--- config.mk ---
export PLATFORM = sky130hd
export DESIGN_NAME = jtag_tap_ctrl
export DESIGN_NICKNAME = d
export VERILOG_FILES = /design/src/rtl/jtag_pkg.sv /design/src/rtl/jtag_tap_fsm.sv /design/src/rtl/jtag_tap_ctrl.sv
export SDC_FILE = /design/constraint.sdc
export NUM_CORES = 1
export LEC_CHECK = 0
export ABC_AREA = 1
export BUFFER_PORTS_ARGS = -buffer_cell sky130_fd_sc_hd__buf_2
export CAP_MARGIN = 20
export CELL_PAD_IN_SITES_DETAIL_PLACEMENT = 1
export CELL_PAD_IN_SITES_GLOBAL_PLACEMENT = 1
export CORE_MARGIN = 1.5
export CORE_UTILIZATION = 51
export CTS_CLUSTER_DIAMETER = 50
export DETAILED_ROUTE_END_ITERATION = 12
export GPL_ROUTABILITY_DRIVEN = 0
export PLACE_DENSITY_LB_ADDON = 0.1
export SYNTH_ARGS = -nofsm -noshare
export SYNTH_HDL_FRONTEND = slang
export SYNTH_HIERARCHICAL = 1
export SYNTH_SLANG_ARGS = --single-unit
--- constraint.sdc ---
create_clock -name tck_i -period 2.3 [get_ports tck_i]
set_input_delay 0.46 -clock tck_i [delete_from_list [all_inputs] [get_ports tck_i]]
set_output_delay 0.46 -clock tck_i [all_outputs]
set_load 0.1 [all_outputs]
--- src/rtl/jtag_pkg.sv ---
// Shared types and constants for the DTM JTAG TAP: TAP state encoding,
// instruction opcodes and the DTMCS register layout.
package jtag_pkg;

  typedef enum logic [3:0] {
    TestLogicReset,
    RunTestIdle,
    SelectDrScan,
    CaptureDr,
    ShiftDr,
    Exit1Dr,
    PauseDr,
    Exit2Dr,
    UpdateDr,
    SelectIrScan,
    CaptureIr,
    ShiftIr,
    Exit1Ir,
    PauseIr,
    Exit2Ir,
    UpdateIr
  } tap_state_e;

  // 5-bit opcodes; anything not listed falls back to BYPASS
  localparam logic [4:0] IR_BYPASS0   = 5'h00;
  localparam logic [4:0] IR_IDCODE    = 5'h01;
  localparam logic [4:0] IR_DTMCSR    = 5'h10;
  localparam logic [4:0] IR_DMIACCESS = 5'h11;
  localparam logic [4:0] IR_BYPASS1   = 5'h1F;

  // Fixed pattern loaded into the IR shifter on CaptureIr (LSBs = 2'b01)
  localparam logic [4:0] IR_CAPTURE   = 5'b00101;

  localparam logic [3:0] DTM_VERSION  = 4'd1;
  localparam logic [5:0] DMI_ABITS    = 6'd7;
  localparam logic [2:0] DTM_IDLE     = 3'd1;

  // Bit positions of the write-only strobes inside a shifted DTMCS word
  localparam int unsigned DTMCS_DMIRESET_BIT  = 16;
  localparam int unsigned DTMCS_HARDRESET_BIT = 17;

  typedef struct packed {
    logic [13:0] zero1;
    logic        dmihardreset;
    logic        dmireset;
    logic        zero0;
    logic [2:0]  idle;
    logic [1:0]  dmistat;
    logic [5:0]  abits;
    logic [3:0]  version;
  } dtmcs_t;

endpackage

--- src/rtl/jtag_tap_fsm.sv ---
// IEEE 1149.1 16-state TAP state machine: state register plus next-state
// decode from TMS. Asynchronous active-low reset lands in TestLogicReset.
module jtag_tap_fsm
  import jtag_pkg::*;
(
  input  logic       tck_i,
  input  logic       trst_ni,
  input  logic       tms_i,
  output tap_state_e state_o
);

  tap_state_e state_q, state_d;

  // State register
  always_ff @(posedge tck_i or negedge trst_ni) begin
    if (!trst_ni) state_q <= TestLogicReset;
    else          state_q <= state_d;
  end

  // Standard TAP transitions; five TMS=1 cycles reach TestLogicReset
  always_comb begin
    state_d = state_q;
    unique case (state_q)
      TestLogicReset: state_d = tms_i ? TestLogicReset : RunTestIdle;
      RunTestIdle:    state_d = tms_i ? SelectDrScan   : RunTestIdle;
      SelectDrScan:   state_d = tms_i ? SelectIrScan   : CaptureDr;
      CaptureDr:      state_d = tms_i ? Exit1Dr        : ShiftDr;
      ShiftDr:        state_d = tms_i ? Exit1Dr        : ShiftDr;
      Exit1Dr:        state_d = tms_i ? UpdateDr       : PauseDr;
      PauseDr:        state_d = tms_i ? Exit2Dr        : PauseDr;
      Exit2Dr:        state_d = tms_i ? UpdateDr       : ShiftDr;
      UpdateDr:       state_d = tms_i ? SelectDrScan   : RunTestIdle;
      SelectIrScan:   state_d = tms_i ? TestLogicReset : CaptureIr;
      CaptureIr:      state_d = tms_i ? Exit1Ir        : ShiftIr;
      ShiftIr:        state_d = tms_i ? Exit1Ir        : ShiftIr;
      Exit1Ir:        state_d = tms_i ? UpdateIr       : PauseIr;
      PauseIr:        state_d = tms_i ? Exit2Ir        : PauseIr;
      Exit2Ir:        state_d = tms_i ? UpdateIr       : ShiftIr;
      UpdateIr:       state_d = tms_i ? SelectDrScan   : RunTestIdle;
      default:        state_d = TestLogicReset;
    endcase
  end

  assign state_o = state_q;

endmodule

--- src/rtl/jtag_tap_ctrl.sv ---
// DTM JTAG TAP controller: instruction register, IDCODE/BYPASS/DTMCS data
// registers, strobes for the downstream DMI stage and the negedge TDO stage.
// Optional build macro JTAG_TAP_HARDRESET_EN enables dtmcs.dmihardreset.
module jtag_tap_ctrl
  import jtag_pkg::*;
#(
  parameter int unsigned IrLength    = 5,
  parameter logic [31:0] IdcodeValue = 32'h00000001
) (
  input  logic       tck_i,
  input  logic       trst_ni,
  input  logic       tms_i,
  input  logic       td_i,
  output logic       td_o,
  output logic       tdo_oe_o,
  input  logic       testmode_i,
  output logic       test_logic_reset_o,
  output logic       shift_dr_o,
  output logic       update_dr_o,
  output logic       capture_dr_o,
  output logic       dmi_access_o,
  output logic       dtmcs_select_o,
  output logic       dmi_reset_o,
  input  logic [1:0] dmi_error_i,
  output logic       dmi_tdi_o,
  input  logic       dmi_tdo_i,
  output logic       dmi_hardreset_o
);

  localparam logic [IrLength-1:0] IrIdcode  = IrLength'(IR_IDCODE);
  localparam logic [IrLength-1:0] IrDtmcs   = IrLength'(IR_DTMCSR);
  localparam logic [IrLength-1:0] IrDmi     = IrLength'(IR_DMIACCESS);
  localparam logic [IrLength-1:0] IrCapture = IrLength'(IR_CAPTURE);

  tap_state_e state;
  logic       capture_ir, shift_ir, update_ir;

  jtag_tap_fsm u_fsm (
    .tck_i   (tck_i),
    .trst_ni (trst_ni),
    .tms_i   (tms_i),
    .state_o (state)
  );

  // Strobes are plain decodes of the current TAP state
  always_comb begin
    test_logic_reset_o = (state == TestLogicReset);
    capture_dr_o       = (state == CaptureDr);
    shift_dr_o         = (state == ShiftDr);
    update_dr_o        = (state == UpdateDr);
    capture_ir         = (state == CaptureIr);
    shift_ir           = (state == ShiftIr);
    update_ir          = (state == UpdateIr);
  end

  // ---------------------------------------------------------------------------
  // Instruction register
  // ---------------------------------------------------------------------------
  logic [IrLength-1:0] ir_q, ir_shift_q;

  // IR shifter captures the fixed pattern, shifts LSB-first; IR loads on update
  always_ff @(posedge tck_i or negedge trst_ni) begin
    if (!trst_ni) begin
      ir_shift_q <= '0;
      ir_q       <= IrIdcode;
    end else begin
      if (capture_ir)    ir_shift_q <= IrCapture;
      else if (shift_ir) ir_shift_q <= {td_i, ir_shift_q[IrLength-1:1]};

      if (test_logic_reset_o) ir_q <= IrIdcode;
      else if (update_ir)     ir_q <= ir_shift_q;
    end
  end

  logic idcode_sel, bypass_sel;

  assign idcode_sel     = (ir_q == IrIdcode);
  assign dtmcs_select_o = (ir_q == IrDtmcs);
  assign dmi_access_o   = (ir_q == IrDmi);
  assign bypass_sel     = !(idcode_sel || dtmcs_select_o || dmi_access_o);

  // ---------------------------------------------------------------------------
  // Data registers
  // ---------------------------------------------------------------------------
  logic [31:0] idcode_q, dtmcs_q;
  logic        bypass_q;
  dtmcs_t      dtmcs_cap;

  // Read view of DTMCS; strobe bits always read back as zero
  always_comb begin
    dtmcs_cap         = '0;
    dtmcs_cap.idle    = DTM_IDLE;
    dtmcs_cap.dmistat = dmi_error_i;
    dtmcs_cap.abits   = DMI_ABITS;
    dtmcs_cap.version = DTM_VERSION;
  end

  // Capture/shift of the locally held DRs; Pause states simply hold
  always_ff @(posedge tck_i or negedge trst_ni) begin
    if (!trst_ni) begin
      idcode_q <= '0;
      dtmcs_q  <= '0;
      bypass_q <= 1'b0;
    end else if (capture_dr_o) begin
      if (idcode_sel)     idcode_q <= IdcodeValue;
      if (dtmcs_select_o) dtmcs_q  <= dtmcs_cap;
      if (bypass_sel)     bypass_q <= 1'b0;
    end else if (shift_dr_o) begin
      if (idcode_sel)     idcode_q <= {td_i, idcode_q[31:1]};
      if (dtmcs_select_o) dtmcs_q  <= {td_i, dtmcs_q[31:1]};
      if (bypass_sel)     bypass_q <= td_i;
    end
  end

  // ---------------------------------------------------------------------------
  // DTMCS write strobes
  // ---------------------------------------------------------------------------
  logic upd_dtmcs, hardreset_d, dmi_reset_d, dmi_reset_q;

  assign upd_dtmcs = update_dr_o & dtmcs_select_o;

`ifdef JTAG_TAP_HARDRESET_EN
  logic dmi_hardreset_q;

  assign hardreset_d = upd_dtmcs & dtmcs_q[DTMCS_HARDRESET_BIT];

  // One-cycle hard-reset pulse following the UpdateDr that requested it
  always_ff @(posedge tck_i or negedge trst_ni) begin
    if (!trst_ni) dmi_hardreset_q <= 1'b0;
    else          dmi_hardreset_q <= hardreset_d;
  end

  assign dmi_hardreset_o = dmi_hardreset_q;
`else
  assign hardreset_d     = 1'b0;
  assign dmi_hardreset_o = 1'b0;
`endif

  // A hard reset also implies a DMI reset in the same cycle
  assign dmi_reset_d = upd_dtmcs & (dtmcs_q[DTMCS_DMIRESET_BIT] | hardreset_d);

  // One-cycle DMI reset pulse following the UpdateDr that requested it
  always_ff @(posedge tck_i or negedge trst_ni) begin
    if (!trst_ni) dmi_reset_q <= 1'b0;
    else          dmi_reset_q <= dmi_reset_d;
  end

  assign dmi_reset_o = dmi_reset_q;
  assign dmi_tdi_o   = td_i;

  // ---------------------------------------------------------------------------
  // TDO path
  // ---------------------------------------------------------------------------
  logic tdo_mux;

  // IR shifter LSB during ShiftIr, otherwise the LSB of the selected DR
  always_comb begin
    tdo_mux = bypass_q;
    if (shift_ir)            tdo_mux = ir_shift_q[0];
    else if (dmi_access_o)   tdo_mux = dmi_tdo_i;
    else if (dtmcs_select_o) tdo_mux = dtmcs_q[0];
    else if (idcode_sel)     tdo_mux = idcode_q[0];
  end

  // Falling-edge launch in functional mode; in scan mode the true clock is
  // used so these flops share the scan clock polarity.
  logic tck_tdo, td_q, tdo_oe_q;

  assign tck_tdo = testmode_i ? tck_i : ~tck_i;

  // TDO and its enable change half a cycle after the rising edge
  always_ff @(posedge tck_tdo or negedge trst_ni) begin
    if (!trst_ni) begin
      td_q     <= 1'b0;
      tdo_oe_q <= 1'b0;
    end else begin
      td_q     <= tdo_mux;
      tdo_oe_q <= shift_ir | shift_dr_o;
    end
  end

  assign td_o     = td_q;
  assign tdo_oe_o = tdo_oe_q;

endmodule

==> results by stage, run 1 <==
Run status:
- The run finished, with violations left.
- The final reports fail on negative setup slack.

Clock network:
- Clock-pin slew was measured on the worst setup and hold paths at roughly 40 ps.
- TritonCTS built the clock tree.
- The clock latency of the later-clocked register in the worst-skew pair is 630 ps.

Pwr:
- For this design the static power due to leakage is 2.06 nW.
- Dividing total power by cell area gives a power density of 1170 nW/µm².
- After layout, the design draws a total of 5.27 mW.
- The maximum resistive drop on vdd is 0.867 mV.

Finish:
- The finished cells cover around 4500 µm².
- The post-route netlist has 32.2% of its cells at a drive strength greater than 1.
- The number of nets in the layout is 458.
- The final core utilization is 61.9%.
- The signed area change from the synthesized netlist to the final layout is 17.7%.
- The finished layout holds between 500 and 600 standard cells, fillers aside.

Run:
- Max-cap violations in this run came to 0.

Worst setup path:
- The maximum fanout along the worst path is 1.
- STA puts the critical path data arrival time at 2410 ps.
- In this design, the stage delay of the slowest critical-path cell is between 400 and 500 ps.
- The kind of cell with the highest combined delay along the critical path is flip-flops.
- Traced cell by cell, the critical path runs through buf_12.
- The nature of the critical path endpoint is a primary output.
- Together, buffers and inverters on the worst path number 1.
- For the worst setup path, the data required time is 1840 ps.
- STA classifies the critical path startpoint as a flip-flop.
- By startpoint and endpoint, the worst setup path is classified as flip-flop to primary output.
- The cell with the biggest individual delay on the critical path is sky130_fd_sc_hd__dfrtp_2.

Min path:
- The type of the tightest min-delay check is input pin to flip-flop.

Floorplan:
- The full die area is 8010 µm².
- After floorplanning, the core was divided into 31 placement rows.
- The width of the die is 89.5 µm.
- The count of boundary I/O pins is 19.
- The effective utilization at floorplan is approximately 53%.
- The height of the die is 89.5 µm.
- The placeable core region is 7250 µm².

GRT:
- The first global-routing pass estimated 14300 µm of wire.
- In the global route stage, overall resource usage came out at around 24%.
- The via count of the first global-routing pass is roughly 2900.
- Entering global routing, the biggest net connects 81 pins.
- The initial antenna violation count came to 1.
- The total congestion overflow is 0.

Synth:
- After technology mapping, the gate count stands at 417.
- Sequential elements use 53.8% of the synthesized area.
- The share of synthesized area in the top cell type comes to 53.1%.
- A synthesized cell averages 9.15 µm².
- sky130_fd_sc_hd__dfrtp_1 takes more of the synthesized area than any other cell.
- The distinct cell type count after synthesis is 33.
- After synthesis, the cell types taking the most area are sky130_fd_sc_hd__dfrtp_1, sky130_fd_sc_hd__nand2_1, sky130_fd_sc_hd__o21ai_2.
- Counting flops and latches in the post-synthesis netlist gives 82.
- The netlist area before placement is 3810 µm².
- Synthesis produced a netlist with a net count of 425.
- The Yosys step of the flow raised 6 warnings.

Placed design:
- The final HPWL from detailed placement is 5270 µm.
- Counting tap cells, the placed design contains a total of around 530 instances.
- The cell area reported after detailed placement is between 4000 and 5000 µm².
- Port buffering added 17 buffers.
- The minimum setup slack after placement is -111 ps.

Detailed routing:
- The routed via count is 3040.
- The count of nets left with antenna violations after detail routing is 0.
- The number of DRC markers after the initial detailed-route iteration is 137.
- The average wire per standard cell is a little under 20 µm.
- The first detailed-routing pass took 4 iterations.
- For this run, design rule violations remaining after detail routing come to 0.
- After detailed routing, the total wire length is 10700 µm.
- Dividing the detail-routed via count by the number of cells gives 5.47.

Timing:
- The worst-case headroom to the max-slew limit is 33.0%.
- Setup violations remaining at the end of the flow were counted as 3.
- The setup skew after layout is 169 ps.
- Setup slack on the critical path of the routed design comes to -573 ps.
- The number of hold violations in the final report was 0.
- Setup repair after global routing could not meet its margin everywhere.
- The number of pins exceeding their max-slew limit in the final report is 0.
- The slew of the pin with the lowest slew margin is 1010 ps.
[cell families after synthesis]
group | synth area share, %
DFF | 53.8
other | 0.0983
and+or+nand+nor | 24.7
buffers and inverters | 6.46
xor gates and xnor gates | 0.230
AOI/OAI and AO/OA | 14.7
[through the flow]
stage          hold WS [ps]  setup TNS, ps
4_1_cts                 250          -1090
5_1_grt                 231          -1390
3_5_place_dp            252           -111
3_3_place_gp            251          -46.5
2_1_floorplan           164           -743
6_report                259          -1230
[state kept, by name (all words and copies together) (netlist names)]
name	flops
dmi_reset_o	1
bypass_q	1
idcode_q	32
ir_q	5
ir_shift_q	5
tdo_oe_o	1
td_o	1
u_fsm/state_o	4
dtmcs_q	32
[Yosys cell counts]
cell                          n
sky130_fd_sc_hd__o31ai_1      2
sky130_fd_sc_hd__nand4_4      1
sky130_fd_sc_hd__clkbuf_1     1
sky130_fd_sc_hd__dfrtp_1     81
sky130_fd_sc_hd__buf_4        3
sky130_fd_sc_hd__buf_6        7
sky130_fd_sc_hd__a22oi_1      1
sky130_fd_sc_hd__nand2_2     29
sky130_fd_sc_hd__o21ai_0     18
sky130_fd_sc_hd__nor2_2       5
sky130_fd_sc_hd__xnor2_1      1
sky130_fd_sc_hd__dfstp_2      1
sky130_fd_sc_hd__o21ai_1     23
sky130_fd_sc_hd__nand3_2      2
sky130_fd_sc_hd__clkbuf_2     2
sky130_fd_sc_hd__o21ai_2     32
sky130_fd_sc_hd__nor2_1      22
sky130_fd_sc_hd__clkinv_1     2
sky130_fd_sc_hd__nor2_4       2
sky130_fd_sc_hd__conb_1       1
sky130_fd_sc_hd__inv_1       18
sky130_fd_sc_hd__inv_2        3
sky130_fd_sc_hd__a2bb2oi_1    1
sky130_fd_sc_hd__o22ai_1      4
sky130_fd_sc_hd__nand4_1      2
sky130_fd_sc_hd__a21oi_1      2
sky130_fd_sc_hd__o21bai_1     1
sky130_fd_sc_hd__nand3_1     15
sky130_fd_sc_hd__nand3b_1     1
sky130_fd_sc_hd__buf_2        9
sky130_fd_sc_hd__nand2_1    120
sky130_fd_sc_hd__nand2_4      2
sky130_fd_sc_hd__nor3_1       3
[placed cells by master, fill, tap and decap left out, types with 2 or more instances in the layout]
cell type / n
sky130_fd_sc_hd__dfrtp_1: 80
sky130_fd_sc_hd__bufinv_16: 3
sky130_fd_sc_hd__nor3_1: 3
sky130_fd_sc_hd__o31ai_1: 2
sky130_fd_sc_hd__o22ai_1: 4
sky130_fd_sc_hd__nand2_2: 33
sky130_fd_sc_hd__clkbuf_8: 16
sky130_fd_sc_hd__nand4_1: 2
sky130_fd_sc_hd__nor2_4: 3
sky130_fd_sc_hd__inv_2: 5
sky130_fd_sc_hd__buf_12: 5
sky130_fd_sc_hd__nand3_2: 3
sky130_fd_sc_hd__nand2_1: 116
sky130_fd_sc_hd__clkbuf_4: 2
sky130_fd_sc_hd__inv_1: 16
sky130_fd_sc_hd__o21ai_2: 32
sky130_fd_sc_hd__buf_6: 3
sky130_fd_sc_hd__clkinv_1: 2
sky130_fd_sc_hd__nand2_4: 2
sky130_fd_sc_hd__nand3_1: 14
sky130_fd_sc_hd__buf_2: 8
sky130_fd_sc_hd__buf_4: 19
sky130_fd_sc_hd__o21ai_0: 18
sky130_fd_sc_hd__o21ai_1: 23
sky130_fd_sc_hd__nor2_1: 20
sky130_fd_sc_hd__nor2_2: 6
[layer usage]
layer / track usage [%] / share of wire, %
met5: 0 / 0
met2: 39.0 / 53
met4: 10.9 / 3.4
met1: 31.3 / 40
met3: 5.63 / 3.7
[layout make-up]
class | count | area, µm²
inverters | 23 | 86.3
repair buffers | 38 | 342
flip-flops and latches | 82 | 2050
clock inverters | 6 | 115
clock buffers | 17 | 224
multi-input cells | 290 | 1540
well taps | 99 | 124
diodes | 1 | 2.50
fillers | 837 | 2760
[what timing repair did]
action	in CTS	in global routing
setup endpoints to repair	7	7
gates resized for setup	7	15
hold buffers	1	0
pin swaps	2	6
buffers inserted	1	2
endpoints found under the hold margin	2	0
[report_power, final]
group | internal (mW) | switching (mW) | total (mW)
Sequential | 1.64 | 0.143 | 1.79
Combinational | 0.561 | 1.27 | 1.83
Clock | 1.00 | 0.650 | 1.65
[worst paths after layout]
kind / startpoint / endpoint / slack, ps / cells after the start
min in group asynchronous: trst_ni / tdo_oe_o / 290 / 2
max reg2reg: ir_q[0] / td_o / -80 / 8
max: tdo_oe_o / tdo_oe_o / -570 / 1
max in group asynchronous: trst_ni / idcode_q[18] / 730 / 3
min reg2reg: idcode_q[16] / idcode_q[16] / 490 / 2
min: dmi_tdo_i / td_o / 260 / 5
No activity file was read; power rests on OpenSTA's default activity.
==> run 2: changes to the inputs <==
==> constraint.sdc (replaced) <==
create_clock -name tck_i -period 2.3 [get_ports tck_i]
set_input_delay 0.115 -clock tck_i [delete_from_list [all_inputs] [get_ports tck_i]]
set_output_delay 0.115 -clock tck_i [all_outputs]
set_load 0.1 [all_outputs]
==> run 2 against run 1 <==
  * The flow still finishes with violations (negative setup slack)
  * Largest cell class unchanged
  * Core utilization down 0.52 points
  * Via count down 2.2%
  * Global-route usage up 0.094 points
  * Setup slack better by 280 ps
  * Sequential share of layout area up 0.36 points
  * Final cell count up 0.36%
  * Power down 6.6%
  * Combinational power down 5%
  * Clock power down 15%
  * Clock skew up 80 ps
  * Highest routed layer unchanged
  * Critical endpoint is now td_o
==> results by stage, run 2 (synthesized netlist as in run 1, its figures left out) <==
Worst setup path:
- The required time at the endpoint of the critical path is 2180 ps.
- In this run the worst path has a maximum fanout of 1.
- The launching element type of the critical path is a flip-flop.
- The critical path is of the flip-flop to primary output type.
- Walking the worst path, the cells encountered are buf_12.
- The worst setup path is captured at a primary output.
- The reg2reg setup slack is 40 ps.
- The data arrival time of the critical path is approximately 2500 ps.
- For this run, the slowest stage of the critical path takes about 400 ps.
- Counting both buffers and inverters, the worst setup path holds a total of 1.
- In this run the critical register-to-register path is captured at td_o.
- The start of the worst register-to-register path is ir_q[0].
- The cell depth of the worst setup path is 1.
- The cell with the biggest individual delay on the critical path is sky130_fd_sc_hd__dfrtp_1.
- Following the worst setup path forward leads to its endpoint at td_o.
- The count of cells along the worst register-to-register path is 8.
- The cell family contributing the most delay on the critical path is flip-flops.
- The most critical setup path has its startpoint at td_o.

Floorplan:
- The height of the die is 89.5 µm.
- The full die area is 8010 µm².
- The placeable core region is 7250 µm².
- The placement row count is 31.
- The effective utilization at floorplan is 52.6%.
- The count of boundary I/O pins is 19.
- The width of the die is 89.5 µm.

Finish:
- The count of fill cells added during filler insertion is 850.
- In the final layout, flip-flops and latches occupy 2050 µm².
- Leaving out fill and tap cells, the most frequent cell in the layout is sky130_fd_sc_hd__nand2_1.
- The non-filler instance count after layout is 558.
- The number of nets in the layout is between 400 and 500.
- The layout cell share with drive strength beyond 1 is between 30 and 40%.
- The area growth from synthesis to layout is 16.8%.
- The largest registers in the layout are dtmcs_q x32, idcode_q x32.
- The post-route cell area is 4450 µm².
- The number of antenna diodes in the final layout is 0.
- The final core utilization is 61.4%.
- In the final layout, the multi-input gates occupy ~1500 µm².
- Leaving out fill and tap cells, the most frequent cells in the layout are sky130_fd_sc_hd__nand2_1, sky130_fd_sc_hd__dfrtp_1, sky130_fd_sc_hd__o21ai_2, sky130_fd_sc_hd__nand2_2, sky130_fd_sc_hd__o21ai_1.

Placed design:
- Once detailed placement completed, the half-perimeter wirelength came to 5120 µm.
- Timing analysis after detailed placement gives a worst setup slack of -113 ps.
- After detailed placement, the total cell area comes to 4060 µm².
- The number of buffers added on ports is 17.
- The cell count after placement is 526.

GRT:
- After global routing the overflow that remains totals 0.
- The first global-routing pass estimated 14400 µm of wire.
- Entering global routing, the biggest net connects 81 pins.
- The via count of the first global-routing pass came to about 3000.
- The global routing usage summed across all routing layers is 24.3%.
- The initial antenna violation count came to 0.

Clock network:
- Clock-pin slew was measured on the worst setup and hold paths at 80 ps.
- The CTS tree is done.
- The clock latency of the later-clocked register in the worst-skew pair is 710 ps.

Timing:
- The number of pins exceeding their max-slew limit in the final report was 0.
- The count of final setup violators is 2.
- On the final layout, the worst clock skew is 249 ps.
- The worst-case headroom to the max-slew limit is 61.3%.
- The number of hold violations in the final report is 0.
- Setup repair after global routing could not meet its margin everywhere.
- The post-route worst setup slack is -292 ps.
- For the pin with the worst max-slew slack, the measured transition is 580 ps.

Run status:
- The flow ran to the end, but the final reports show violations.
- The checks that failed: negative setup slack.

Pwr:
- The worst-case IR drop observed on VDD is 0.861 mV.
- The analysis attributes to cell leakage a power of 2.06 nW.
- In this run the power density over the cells is 1100 nW/µm².

Detailed routing:
- The number of DRC markers after the initial detailed-route iteration is 106.
- Using the TritonRoute via totals, the vias-per-cell ratio works out to 5.33.
- The first detailed-routing pass ran for 4 iterations.
- The routed via count is 2972.
- After detailed routing, the total wire length is 9190 µm.
- The average wire per standard cell is 16.5 µm.
- In this run the remaining antenna-violating nets after routing total 0.
- The DRC violation count after routing is 0.

Min path:
- The worst hold path belongs to the class input pin to async pin.

Run:
- The number of maximum-capacitance constraint violations is 0.
## run 2: cell count changes in the layout (fill, tap and decap cells not counted), sizes merged, moves of 2 or more
| cell | change |
|---|---|
| clkinvlp | +2 |
| dlygate4sd3 | +6 |
| clkbuf | -4 |
| inv | +2 |
| bufinv | -2 |
## run 2: layer usage
layer	vias up	share of wire (%)	global-route usage [%]
met4	0	2.1	13.1
met5	-	0	0
met3	23	3.0	5.45
met1	1485	45	30.2
li1	1413	-	-
met2	51	50	39.6
## run 2: what timing repair did
action                                  4_1_cts  5_1_grt
resized for setup                             0        6
endpoints found under the setup margin        2        3
endpoints found under the hold margin        86        0
hold buffers                                  7        0
setup buffers                                 0        3
pin swaps                                     0        5
## run 2: where the power goes
part / internal [mW] / total [mW] / switching [mW]
sequential: 1.64 / 1.77 / 0.127
combinational: 0.535 / 1.74 / 1.21
clock: 0.752 / 1.40 / 0.652
## run 2: metrics by stage
step	power [mW]	hold WS [ps]	TNS, ps
2_1_floorplan	3.01	-181	-550
3_5_place_dp	3.42	-62.9	-113
4_1_cts	4.87	259	-614
3_3_place_gp	3.37	-63.3	-51.8
5_1_grt	5.16	289	-574
6_report	4.92	246	-565
## run 2: how the worst min path moves through the flow
stage	start	endpoint	slack (ps)	cells after the start
finish	trst_ni	idcode_q[7]	250	3
floorplan	trst_ni	bypass_q	-180	0
CTS	trst_ni	idcode_q[17]	260	3
global route	trst_ni	idcode_q[7]	290	3
global placement	trst_ni	td_o	-60	1
detailed placement	trst_ni	td_o	-60	1
## run 2: area by class of cell
cell class,count,area share [%]
Sequential cell,82,46.1
Inverter,23,1.94
Timing Repair Buffer,42,8.18
Tap cell,99,2.78
Clock inverter,7,1.77
Multi-Input combinational cell,290,34.6
Clock buffer,15,4.64
